--- src/rtl/i2c_byte_sequencer_if.sv ---
// Command/result bundle between the I2C master command FSM and the byte sequencer.
// master = command FSM side, slave = byte sequencer side.
interface i2c_byte_sequencer_if #(
    parameter int NBITS = 8
);
    logic             cmd_valid;
    logic             cmd_ready;
    logic             cmd_rd;
    logic [NBITS-1:0] cmd_data;
    logic             cmd_ack;
    logic             busy;
    logic             done;
    logic [NBITS-1:0] rx_data;
    logic             ack_rx;
    logic             arb_lost;

    modport master (
        output cmd_valid,
        output cmd_rd,
        output cmd_data,
        output cmd_ack,
        input  cmd_ready,
        input  busy,
        input  done,
        input  rx_data,
        input  ack_rx,
        input  arb_lost
    );

    modport slave (
        input  cmd_valid,
        input  cmd_rd,
        input  cmd_data,
        input  cmd_ack,
        output cmd_ready,
        output busy,
        output done,
        output rx_data,
        output ack_rx,
        output arb_lost
    );
endinterface

--- src/rtl/i2c_byte_sequencer.sv ---
// I2C byte sequencer: drives an external 8-bit shift register through one data byte + ACK slot.
// Optional arbitration-lost detection on TX bytes is enabled by defining I2C_ARB_LOST_EN.
module i2c_byte_sequencer #(
    parameter int NBITS = 8,
    parameter int CNT_W = $clog2(NBITS) + 1
) (
    input  logic             clk,
    input  logic             Clear,
    i2c_byte_sequencer_if.slave cmd,
    input  logic             bit_tick,
    input  logic             sample_tick,
    input  logic             sda_in,
    output logic             sda_out,
    output logic [2:0]       sr_sel,
    output logic [NBITS-1:0] sr_d,
    output logic             sr_msb_in,
    output logic             sr_lsb_in,
    input  logic [NBITS-1:0] sr_q
);

    localparam logic [1:0] S_IDLE = 2'd0;
    localparam logic [1:0] S_DATA = 2'd1;
    localparam logic [1:0] S_ACK  = 2'd2;
    localparam logic [1:0] S_DONE = 2'd3;

    localparam logic [2:0] SEL_HOLD = 3'd0;
    localparam logic [2:0] SEL_LOAD = 3'd1;
    localparam logic [2:0] SEL_SHL  = 3'd3;

    localparam logic [CNT_W-1:0] LAST_BIT = CNT_W'(NBITS - 1);

    logic [1:0]       state;
    logic [CNT_W-1:0] bit_cnt;
    logic             samp;
    logic             rd_q;
    logic             cack_q;
    logic [NBITS-1:0] rx_q;
    logic             ackrx_q;

    logic             accept;
    logic             shift_bit;
    logic             last_bit;
    logic             arb_hit;

    assign accept    = (state == S_IDLE) && cmd.cmd_valid;
    // A bit strobe coinciding with its sample strobe takes the live line value.
    assign shift_bit = sample_tick ? sda_in : samp;
    assign last_bit  = (bit_cnt == LAST_BIT);

    assign cmd.cmd_ready = (state == S_IDLE);
    assign cmd.busy      = (state != S_IDLE);
    assign cmd.done      = (state == S_DONE);
    assign cmd.rx_data   = rx_q;
    assign cmd.ack_rx    = ackrx_q;

    assign sr_d      = cmd.cmd_rd ? {NBITS{1'b1}} : cmd.cmd_data;
    assign sr_msb_in = 1'b0;
    assign sr_lsb_in = shift_bit;

`ifdef I2C_ARB_LOST_EN
    logic arb_q;

    // Another master pulled SDA low while we released it: we lost the bus.
    assign arb_hit = (state == S_DATA) && !rd_q && sample_tick
                     && sda_out && !sda_in;

    // Sticky arbitration-lost flag, cleared when the next command is taken.
    always_ff @(posedge clk) begin
        if (!Clear) begin
            arb_q <= 1'b0;
        end else if (accept) begin
            arb_q <= 1'b0;
        end else if (arb_hit) begin
            arb_q <= 1'b1;
        end
    end

    assign cmd.arb_lost = arb_q;
`else
    assign arb_hit      = 1'b0;
    assign cmd.arb_lost = 1'b0;
`endif

    // Shift-register control: load on accept, shift on each data bit strobe.
    always_comb begin
        sr_sel = SEL_HOLD;
        if (accept) begin
            sr_sel = SEL_LOAD;
        end else if ((state == S_DATA) && bit_tick && !arb_hit) begin
            sr_sel = SEL_SHL;
        end
    end

    // SDA drive: register MSB during data, ACK/NACK on RX, released otherwise.
    always_comb begin
        sda_out = 1'b1;
        unique case (state)
            S_DATA:  sda_out = sr_q[NBITS-1];
            S_ACK:   sda_out = rd_q ? cack_q : 1'b1;
            default: sda_out = 1'b1;
        endcase
    end

    // Byte sequencing: IDLE -> DATA -> ACK -> DONE -> IDLE.
    always_ff @(posedge clk) begin
        if (!Clear) begin
            state   <= S_IDLE;
            bit_cnt <= '0;
            rd_q    <= 1'b0;
            cack_q  <= 1'b1;
        end else begin
            unique case (state)
                S_IDLE: begin
                    if (accept) begin
                        rd_q    <= cmd.cmd_rd;
                        cack_q  <= cmd.cmd_ack;
                        bit_cnt <= '0;
                        state   <= S_DATA;
                    end
                end
                S_DATA: begin
                    if (arb_hit) begin
                        state <= S_DONE;
                    end else if (bit_tick) begin
                        bit_cnt <= bit_cnt + CNT_W'(1);
                        if (last_bit) begin
                            state <= S_ACK;
                        end
                    end
                end
                S_ACK: begin
                    if (bit_tick) begin
                        state <= S_DONE;
                    end
                end
                default: begin
                    state <= S_IDLE;
                end
            endcase
        end
    end

    // Sampled SDA value, consumed by the following bit strobe.
    always_ff @(posedge clk) begin
        if (!Clear) begin
            samp <= 1'b1;
        end else if ((state == S_DATA) && sample_tick) begin
            samp <= sda_in;
        end
    end

    // Received byte: the completed register value as the last bit shifts in.
    always_ff @(posedge clk) begin
        if (!Clear) begin
            rx_q <= '0;
        end else if ((state == S_DATA) && bit_tick && last_bit
                     && rd_q && !arb_hit) begin
            rx_q <= {sr_q[NBITS-2:0], shift_bit};
        end
    end

    // Slave ACK after a transmitted byte.
    always_ff @(posedge clk) begin
        if (!Clear) begin
            ackrx_q <= 1'b1;
        end else if ((state == S_ACK) && !rd_q && sample_tick) begin
            ackrx_q <= sda_in;
        end
    end

endmodule

--- src/flat_wrapper.sv ---
// flat-port wrapper written by rule: the top's interface ports become plain ports
module i2c_byte_sequencer_flat 
#(
    parameter int NBITS = 8,
    parameter int CNT_W = $clog2(NBITS) + 1
)
  (clk, Clear, bit_tick, sample_tick, sda_in, sda_out, sr_sel, sr_d, sr_msb_in, sr_lsb_in, sr_q, cmd_cmd_valid, cmd_cmd_rd, cmd_cmd_data, cmd_cmd_ack, cmd_cmd_ready, cmd_busy, cmd_done, cmd_rx_data, cmd_ack_rx, cmd_arb_lost);
  i2c_byte_sequencer_if #(.NBITS(NBITS)) cmd_i ();
  input  logic clk;
  input  logic Clear;
  input  logic bit_tick;
  input  logic sample_tick;
  input  logic sda_in;
  output logic sda_out;
  output logic [2:0] sr_sel;
  output logic [NBITS-1:0] sr_d;
  output logic sr_msb_in;
  output logic sr_lsb_in;
  input  logic [NBITS-1:0] sr_q;
  input wire logic [$bits(cmd_i.cmd_valid)-1:0] cmd_cmd_valid;
  input wire logic [$bits(cmd_i.cmd_rd)-1:0] cmd_cmd_rd;
  input wire logic [$bits(cmd_i.cmd_data)-1:0] cmd_cmd_data;
  input wire logic [$bits(cmd_i.cmd_ack)-1:0] cmd_cmd_ack;
  output wire logic [$bits(cmd_i.cmd_ready)-1:0] cmd_cmd_ready;
  output wire logic [$bits(cmd_i.busy)-1:0] cmd_busy;
  output wire logic [$bits(cmd_i.done)-1:0] cmd_done;
  output wire logic [$bits(cmd_i.rx_data)-1:0] cmd_rx_data;
  output wire logic [$bits(cmd_i.ack_rx)-1:0] cmd_ack_rx;
  output wire logic [$bits(cmd_i.arb_lost)-1:0] cmd_arb_lost;
  assign cmd_i.cmd_valid = cmd_cmd_valid;
  assign cmd_i.cmd_rd = cmd_cmd_rd;
  assign cmd_i.cmd_data = cmd_cmd_data;
  assign cmd_i.cmd_ack = cmd_cmd_ack;
  assign cmd_cmd_ready = cmd_i.cmd_ready;
  assign cmd_busy = cmd_i.busy;
  assign cmd_done = cmd_i.done;
  assign cmd_rx_data = cmd_i.rx_data;
  assign cmd_ack_rx = cmd_i.ack_rx;
  assign cmd_arb_lost = cmd_i.arb_lost;
  i2c_byte_sequencer #(.NBITS(NBITS), .CNT_W(CNT_W)) u_core (.clk(clk), .Clear(Clear), .cmd(cmd_i), .bit_tick(bit_tick), .sample_tick(sample_tick), .sda_in(sda_in), .sda_out(sda_out), .sr_sel(sr_sel), .sr_d(sr_d), .sr_msb_in(sr_msb_in), .sr_lsb_in(sr_lsb_in), .sr_q(sr_q));
endmodule
--- config.mk ---
export PLATFORM = sky130hd
export DESIGN_NAME = i2c_byte_sequencer_flat
export DESIGN_NICKNAME = d
export VERILOG_FILES = /design/src/rtl/i2c_byte_sequencer_if.sv /design/src/rtl/i2c_byte_sequencer.sv /design/src/flat_wrapper.sv
export SDC_FILE = /design/constraint.sdc
export NUM_CORES = 1
export LEC_CHECK = 0
export CAP_MARGIN = 25
export CORE_AREA = 2 2 59 61
export CTS_CLUSTER_DIAMETER = 150
export DETAILED_ROUTE_END_ITERATION = 16
export DIE_AREA = 0 0 61 63
export PLACE_DENSITY = 0.73
export REMOVE_ABC_BUFFERS = 1
export SETUP_SLACK_MARGIN = 0.5
export SLEW_MARGIN = 0
export SYNTH_ARGS = -nofsm -noshare
export SYNTH_HDL_FRONTEND = slang
export SYNTH_SLANG_ARGS = --single-unit
--- constraint.sdc ---
create_clock -name clk -period 1.65 [get_ports clk]
set_input_delay 0.165 -clock clk [delete_from_list [all_inputs] [get_ports clk]]
set_output_delay 0.165 -clock clk [all_outputs]
set_load 0.02 [all_outputs]
==> results of run 1 <==
-- repair_timing --
action                                  CTS  global route
pin swaps                                 8             8
setup buffers                             7             2
resized for setup                       129            52
endpoints found under the setup margin   41            38
-- area by class of cell --
class | count | area [um2]
fillers | 288 | 1310
repair buffers | 72 | 633
well taps | 46 | 57.6
flip-flops and latches | 18 | 367
clock buffers | 4 | 36.3
multi-input cells | 94 | 792
inverters | 8 | 35.0
-- cells in the final DEF, fill, tap and decap left out, types with 4 or more instances in the layout --
master,synthesis,layout
a21boi_1,0,6
o21ai_1,0,6
inv_1,8,5
dfxtp_1,18,15
nand2_1,12,9
buf_6,2,16
ha_4,0,5
a21boi_0,10,4
nand3_1,15,12
clkdlybuf4s50_1,0,21
clkbuf_2,0,9
buf_4,4,24
or2_4,0,8
-- sequential cells by signal, indices dropped and copies added (netlist names) --
| register | flops |
|---|---|
| u_core.cmd.rx_data | 8 |
| u_core.bit_cnt | 4 |
| u_core.state | 2 |
| u_core.cack_q | 1 |
| u_core.cmd.ack_rx | 1 |
| u_core.rd_q | 1 |
| u_core.samp | 1 |
-- cell usage after synthesis (2+ instances only) --
| master | number |
|---|---|
| mux2i_1 | 2 |
| a21boi_0 | 10 |
| o21ai_0 | 11 |
| a21oi_1 | 4 |
| o31ai_1 | 3 |
| dfxtp_1 | 18 |
| inv_1 | 8 |
| or2_2 | 8 |
| buf_6 | 2 |
| nand3_1 | 15 |
| buf_2 | 2 |
| buf_4 | 4 |
| nand2_1 | 12 |
| ha_1 | 8 |
| or4_1 | 2 |
-- per-stage QoR --
stage / setup WS (ns) / std cells / power [uW] / hold slack [ns]
6_report: 0.110 / 242 / 2240 / 0.401
5_1_grt: 0.0721 / 242 / 2360 / 0.415
4_1_cts: 0.138 / 240 / 2000 / 0.418
3_5_place_dp: -0.0682 / 229 / 1470 / 0.473
3_3_place_gp: -0.0402 / 229 / 1450 / 0.447
2_1_floorplan: -0.0840 / 120 / 1010 / 0.237
-- critical path: cells and delay by family, from the launching register on --
family,cells,cell delay (ns)
adder cells (fa/ha/maj),1,0.19
multiplexers,1,0.21
AND/OR/NAND/NOR,1,0.47
AO/OA/AOI/OAI,1,0.14
flip-flops,1,0.40
buffers and inverters,1,0.04
-- cells by family after synthesis --
| logic type | count (synthesis) |
|---|---|
| other | 1 |
| AO/OA/AOI/OAI | 31 |
| adder cells (fa/ha/maj) | 8 |
| AND/OR/NAND/NOR | 48 |
| buffers and inverters | 17 |
| flip-flops | 18 |
| multiplexers | 4 |
-- where the power goes --
part           internal [uW]  switching, uW  leakage [uW]
Clock                    135            151     0.0000210
Sequential               489           54.6      0.000147
Combinational            768            644      0.000626
-- final timing paths --
kind,startpoint,end,slack (ns)
setup / recovery,u_core.state[0]$_SDFFE_PN0P_,u_core.bit_cnt[3]$_SDFFE_PN0P_,0.11
hold / removal,sample_tick,u_core.samp$_SDFFE_PN1P_,0.40
hold reg to reg,u_core.cmd.rx_data[3]$_SDFFE_PN0P_,u_core.cmd.rx_data[3]$_SDFFE_PN0P_,0.47
setup reg to reg,u_core.state[0]$_SDFFE_PN0P_,u_core.bit_cnt[3]$_SDFFE_PN0P_,0.11
-- metal layers --
layer	GRT usage, %	wire length (um)	up-vias
met5	0	0	-
met4	3.26	65	0
met3	3.73	228	6
met2	31.2	1700	52
met1	20.5	1320	540
li1	-	-	576
==> impl_metrics.yaml, run 1 <==
clock_network:
  clockBufferDepth: 2
  cts_sinks: 18
  htree_levels: 1
  cts_hold_buf: 0
  insertion_delay_ns: 0.31
  cts_buffers: 3
  root_buffer: "clkbuf_4"
  cts_tree: "built"
  cts.clk_slew.worst_paths_ns: 0.12
worst_setup_path:
  arrival_ns: 1.77
  critPathLaunchType: "flop"
  critPathCaptureType: "flop"
  path_cells: "inv_4, ha_4, mux2i_4, or4_1, a21oi_1"
  critical_path.max_stage_delay_ns: 0.47
  reg2reg_depth: 5
  worstPathRequired_ns: 1.88
  critical_path.slowest_cell: "or4_1"
  worstSetupPathType: "flop to flop"
  path_max_fanout: 6
floorplanning:
  num_io_pins: 51
  dieArea_mm2: 0.00384
  fp.dieH_um: 63
  core_mm2: 0.00323
  fp.dieW_um: 61
  start_util_pct: 33.2
  num_rows: 21
synth:
  synth_top_area_cell: "dfxtp_1"
  yosys_most_used_dff: "dfxtp_1"
  synth_area_leaders: "dfxtp_1 (34%), ha_1 (9.3%), a21boi_0 (7.0%), nand3_1 (7.0%), o21ai_0 (5.1%)"
  synth.avg_cell_area_um2: 8.44
  synth_mux_area_share_pct: 4.20
  synth_enable_flop_cells: 0
  synth_top_family_by_area: "simple AND/OR/NAND/NOR gates"
  synth_xor_area_share_pct: 0
  synth_area_mm2: 0.00107
  yosys_register_bits: 18
  async_flop_share_pct: 0
  synth-adder-area-share_pct: 9.33
  synth_top_area_share_pct: 33.6
  yosysWarningCount: 0
  ys_seq_area_share_pct: 33.6
  synth-compound-area-share_pct: 18.7
  synthCells: 127
  synthDistinctLibCells: 33
  synthSimpleGateAreaFrac_pct: 24.9
layout:
  syn_to_final_growth_pct: 79.1
  final_layout_size_suffix_gt1_share_pct: 46.4
  final_core_utilization_pct: 59.4
  num_antenna_cells: 0
  nets: 229
  final_cell_area_mm2: 0.00192
detailed_routing:
  via_count: 1174
  dr.first_iter.drc_count: 73
  drt-total-wl_um: 3310
  vias_per_cell: 4.85
  ant_nets: 0
  drc: 0
  first_pass_iters: 4
  wire_per_inst_um: 13.7
hold_path:
  hold_path_class: "primary input to flop"
  holdPathStages: 4
timing:
  fin_setup_tns_ns: 0
  skew_ns: 0.0119
  setup_violations: 0
  finalCritPeriodShare_pct: 93.3
  slew_violations: 0
  finalHoldViolCount: 0
  fmax_ghz: 0.649
  grt_setup_unrepaired: "true"
  fin_crit_ns: 1.54
place:
  routabilityCongestion: 0.745
  placed_area_mm2: 0.00166
  dp_hpwl_um: 2220
  portBuffers: 47
power:
  p_leak_uw: 0.000794
  ir_drop_mv: 0.968
  p_per_area_mw_per_mm2: 1170
global_route:
  grt_pass1_wl_um: 5180
  overflow: 0
  antenna_found_initial: 0
  grt_max_degree: 20
  grt_usage_pct: 17.3
  grt_pass1_vias: 1214
run:
  maxCapViolCount: 0
run_status:
  status: "complete, no violations"
Power figures use the tool's default switching activity.
==> run 2, diff against run 1 <==
--- a/config.mk
+++ b/config.mk
@@ -6,11 +6,12 @@
 export NUM_CORES = 1
 export LEC_CHECK = 0
 export CAP_MARGIN = 25
-export CORE_AREA = 2 2 59 61
+export CORE_AREA = 2 2 82 45
 export CTS_CLUSTER_DIAMETER = 150
 export DETAILED_ROUTE_END_ITERATION = 16
-export DIE_AREA = 0 0 61 63
-export PLACE_DENSITY = 0.73
+export DIE_AREA = 0 0 84 47
+export PLACE_DENSITY = 0.72
+export RECOVER_POWER = 25
 export REMOVE_ABC_BUFFERS = 1
 export SETUP_SLACK_MARGIN = 0.5
 export SLEW_MARGIN = 0
==> run 2 against run 1 <==
Effect of this change: global-route usage is 2.5 points higher; register-to-register slack gained 0.02 ns; final cell count is 0.41% higher; highest routed layer unchanged.
==> impl_metrics.yaml, run 2 (synthesis gave the netlist of run 1 again) <==
timing:
  fin_setup_tns_ns: 0
  skew_ns: 0.00543
  fin_crit_ns: 1.52
  setup_violations: 0
  fmax_ghz: 0.657
  finalCritPeriodShare_pct: 92.2
  layout_setup_ws_ns: 0.129
  finalHoldViolCount: 0
  grt_setup_unrepaired: "true"
  slew_violations: 0
floorplanning:
  start_util_pct: 33.0
  core_mm2: 0.00325
  num_io_pins: 51
  dieArea_mm2: 0.00395
  num_rows: 15
  fp.dieH_um: 47
  fp.dieW_um: 84
place:
  portBuffers: 47
  post-place-ws_ns: -0.102
  placed_area_mm2: 0.00166
  dp_hpwl_um: 2330
  routabilityCongestion: 0.859
layout:
  final_core_utilization_pct: 63.4
  final_layout_size_suffix_gt1_share_pct: 47.8
  num_antenna_cells: 0
  nets: 235
  final_cell_area_mm2: 0.00206
  fillCellCount: 264
  final_cell_mix: "clkdlybuf4s50_1 (20), buf_6 (20), buf_4 (20)"
  final-seq-area_um2: 370
  multi_input_area_um2: 848
  largest_register_ffs: 8
  syn_to_final_growth_pct: 91.8
detailed_routing:
  dr.first_iter.drc_count: 80
  ant_nets: 0
  drt-total-wl_um: 3790
  via_count: 1221
  vias_per_cell: 5.02
  wire_per_inst_um: 15.6
  drc: 0
  first_pass_iters: 4
worst_setup_path:
  r2r_slack_ns: 0.13
  worstSetupPathType: "flop to flop"
  critPathCaptureType: "flop"
  critPathLaunchType: "flop"
  path_max_fanout: 6
  worstPathRequired_ns: 1.84
  arrival_ns: 1.71
global_route:
  grt_pass1_wl_um: 6000
  grt_max_degree: 20
  grt_usage_pct: 19.9
  overflow: 0
  antenna_found_initial: 0
  grt_pass1_vias: 1260
run_status:
  status: "complete, no violations"
clock_network:
  cts_tree: "built"
  cts_sinks: 18
  htree_levels: 1
  insertion_delay_ns: 0.25
  cts_buffers: 3
  clockBufferDepth: 2
  root_buffer: "clkbuf_8"
  cts.clk_slew.worst_paths_ns: 0.07
  cts_hold_buf: 0
power:
  p_leak_uw: 0.000827
  p_per_area_mw_per_mm2: 1190
  ir_drop_mv: 0.920
run:
  maxCapViolCount: 0
hold_path:
  hold_path_class: "primary input to flop"
[run 2: layout make-up]
class	count	area share, %
multi-input combinational	94	41.2
inverter	8	1.82
sequential	18	18.0
clock buffer	3	2.01
timing repair buffer	78	34.4
tap	42	2.55
[run 2: final timing paths]
path | start | end | cells past startpoint
worst min-delay path | cmd_cmd_rd | u_core.rd_q$_SDFFE_PN0P_ | 4
worst min register to register | u_core.samp$_SDFFE_PN1P_ | u_core.samp$_SDFFE_PN1P_ | 2
worst max-delay path | u_core.state[0]$_SDFFE_PN0P_ | u_core.bit_cnt[3]$_SDFFE_PN0P_ | 5
worst max register to register | u_core.state[0]$_SDFFE_PN0P_ | u_core.bit_cnt[3]$_SDFFE_PN0P_ | 5
[run 2: power breakdown]
part	switching, uW	internal (uW)	leakage [uW]
Clock	138	162	0.0000216
Sequential	64.5	495	0.000147
Combinational	717	879	0.000658
Total	920	1540	0.000827
[run 2: per-stage QoR]
| stage | std cells | power (uW) | hold slack (ns) |
|---|---|---|---|
| after floorplan | 120 | 1010 | 0.237 |
| after global placement | 226 | 1440 | 0.452 |
| after detailed placement | 226 | 1470 | 0.457 |
| after CTS | 243 | 2320 | 0.403 |
| after global routing | 243 | 2580 | 0.419 |
| final | 243 | 2460 | 0.392 |
[run 2: per-layer routing]
layer  routed length [um]  vias up  GRT usage [%]
met3                  229        5           5.10
met4                   35        0           5.81
met1                 1690      581           23.7
met2                 1830       48           37.3
met5                    0        -              0
li1                     -      587              -
[run 2: timing repair]
item | in CTS | in global routing
resized for setup | 155 | 34
setup endpoints to repair | 41 | 30
buffers inserted | 14 | 0
pin swaps | 17 | 10
cloned | 0 | 0
hold endpoints to repair | 0 | 0
[run 2: critical path: stages, from the launching register on]
cell and delay [ns]:
dfxtp_4 0.39, inv_4 0.05, ha_4 0.19, mux2i_4 0.21, or4_4 0.49, a21oi_2 0.13
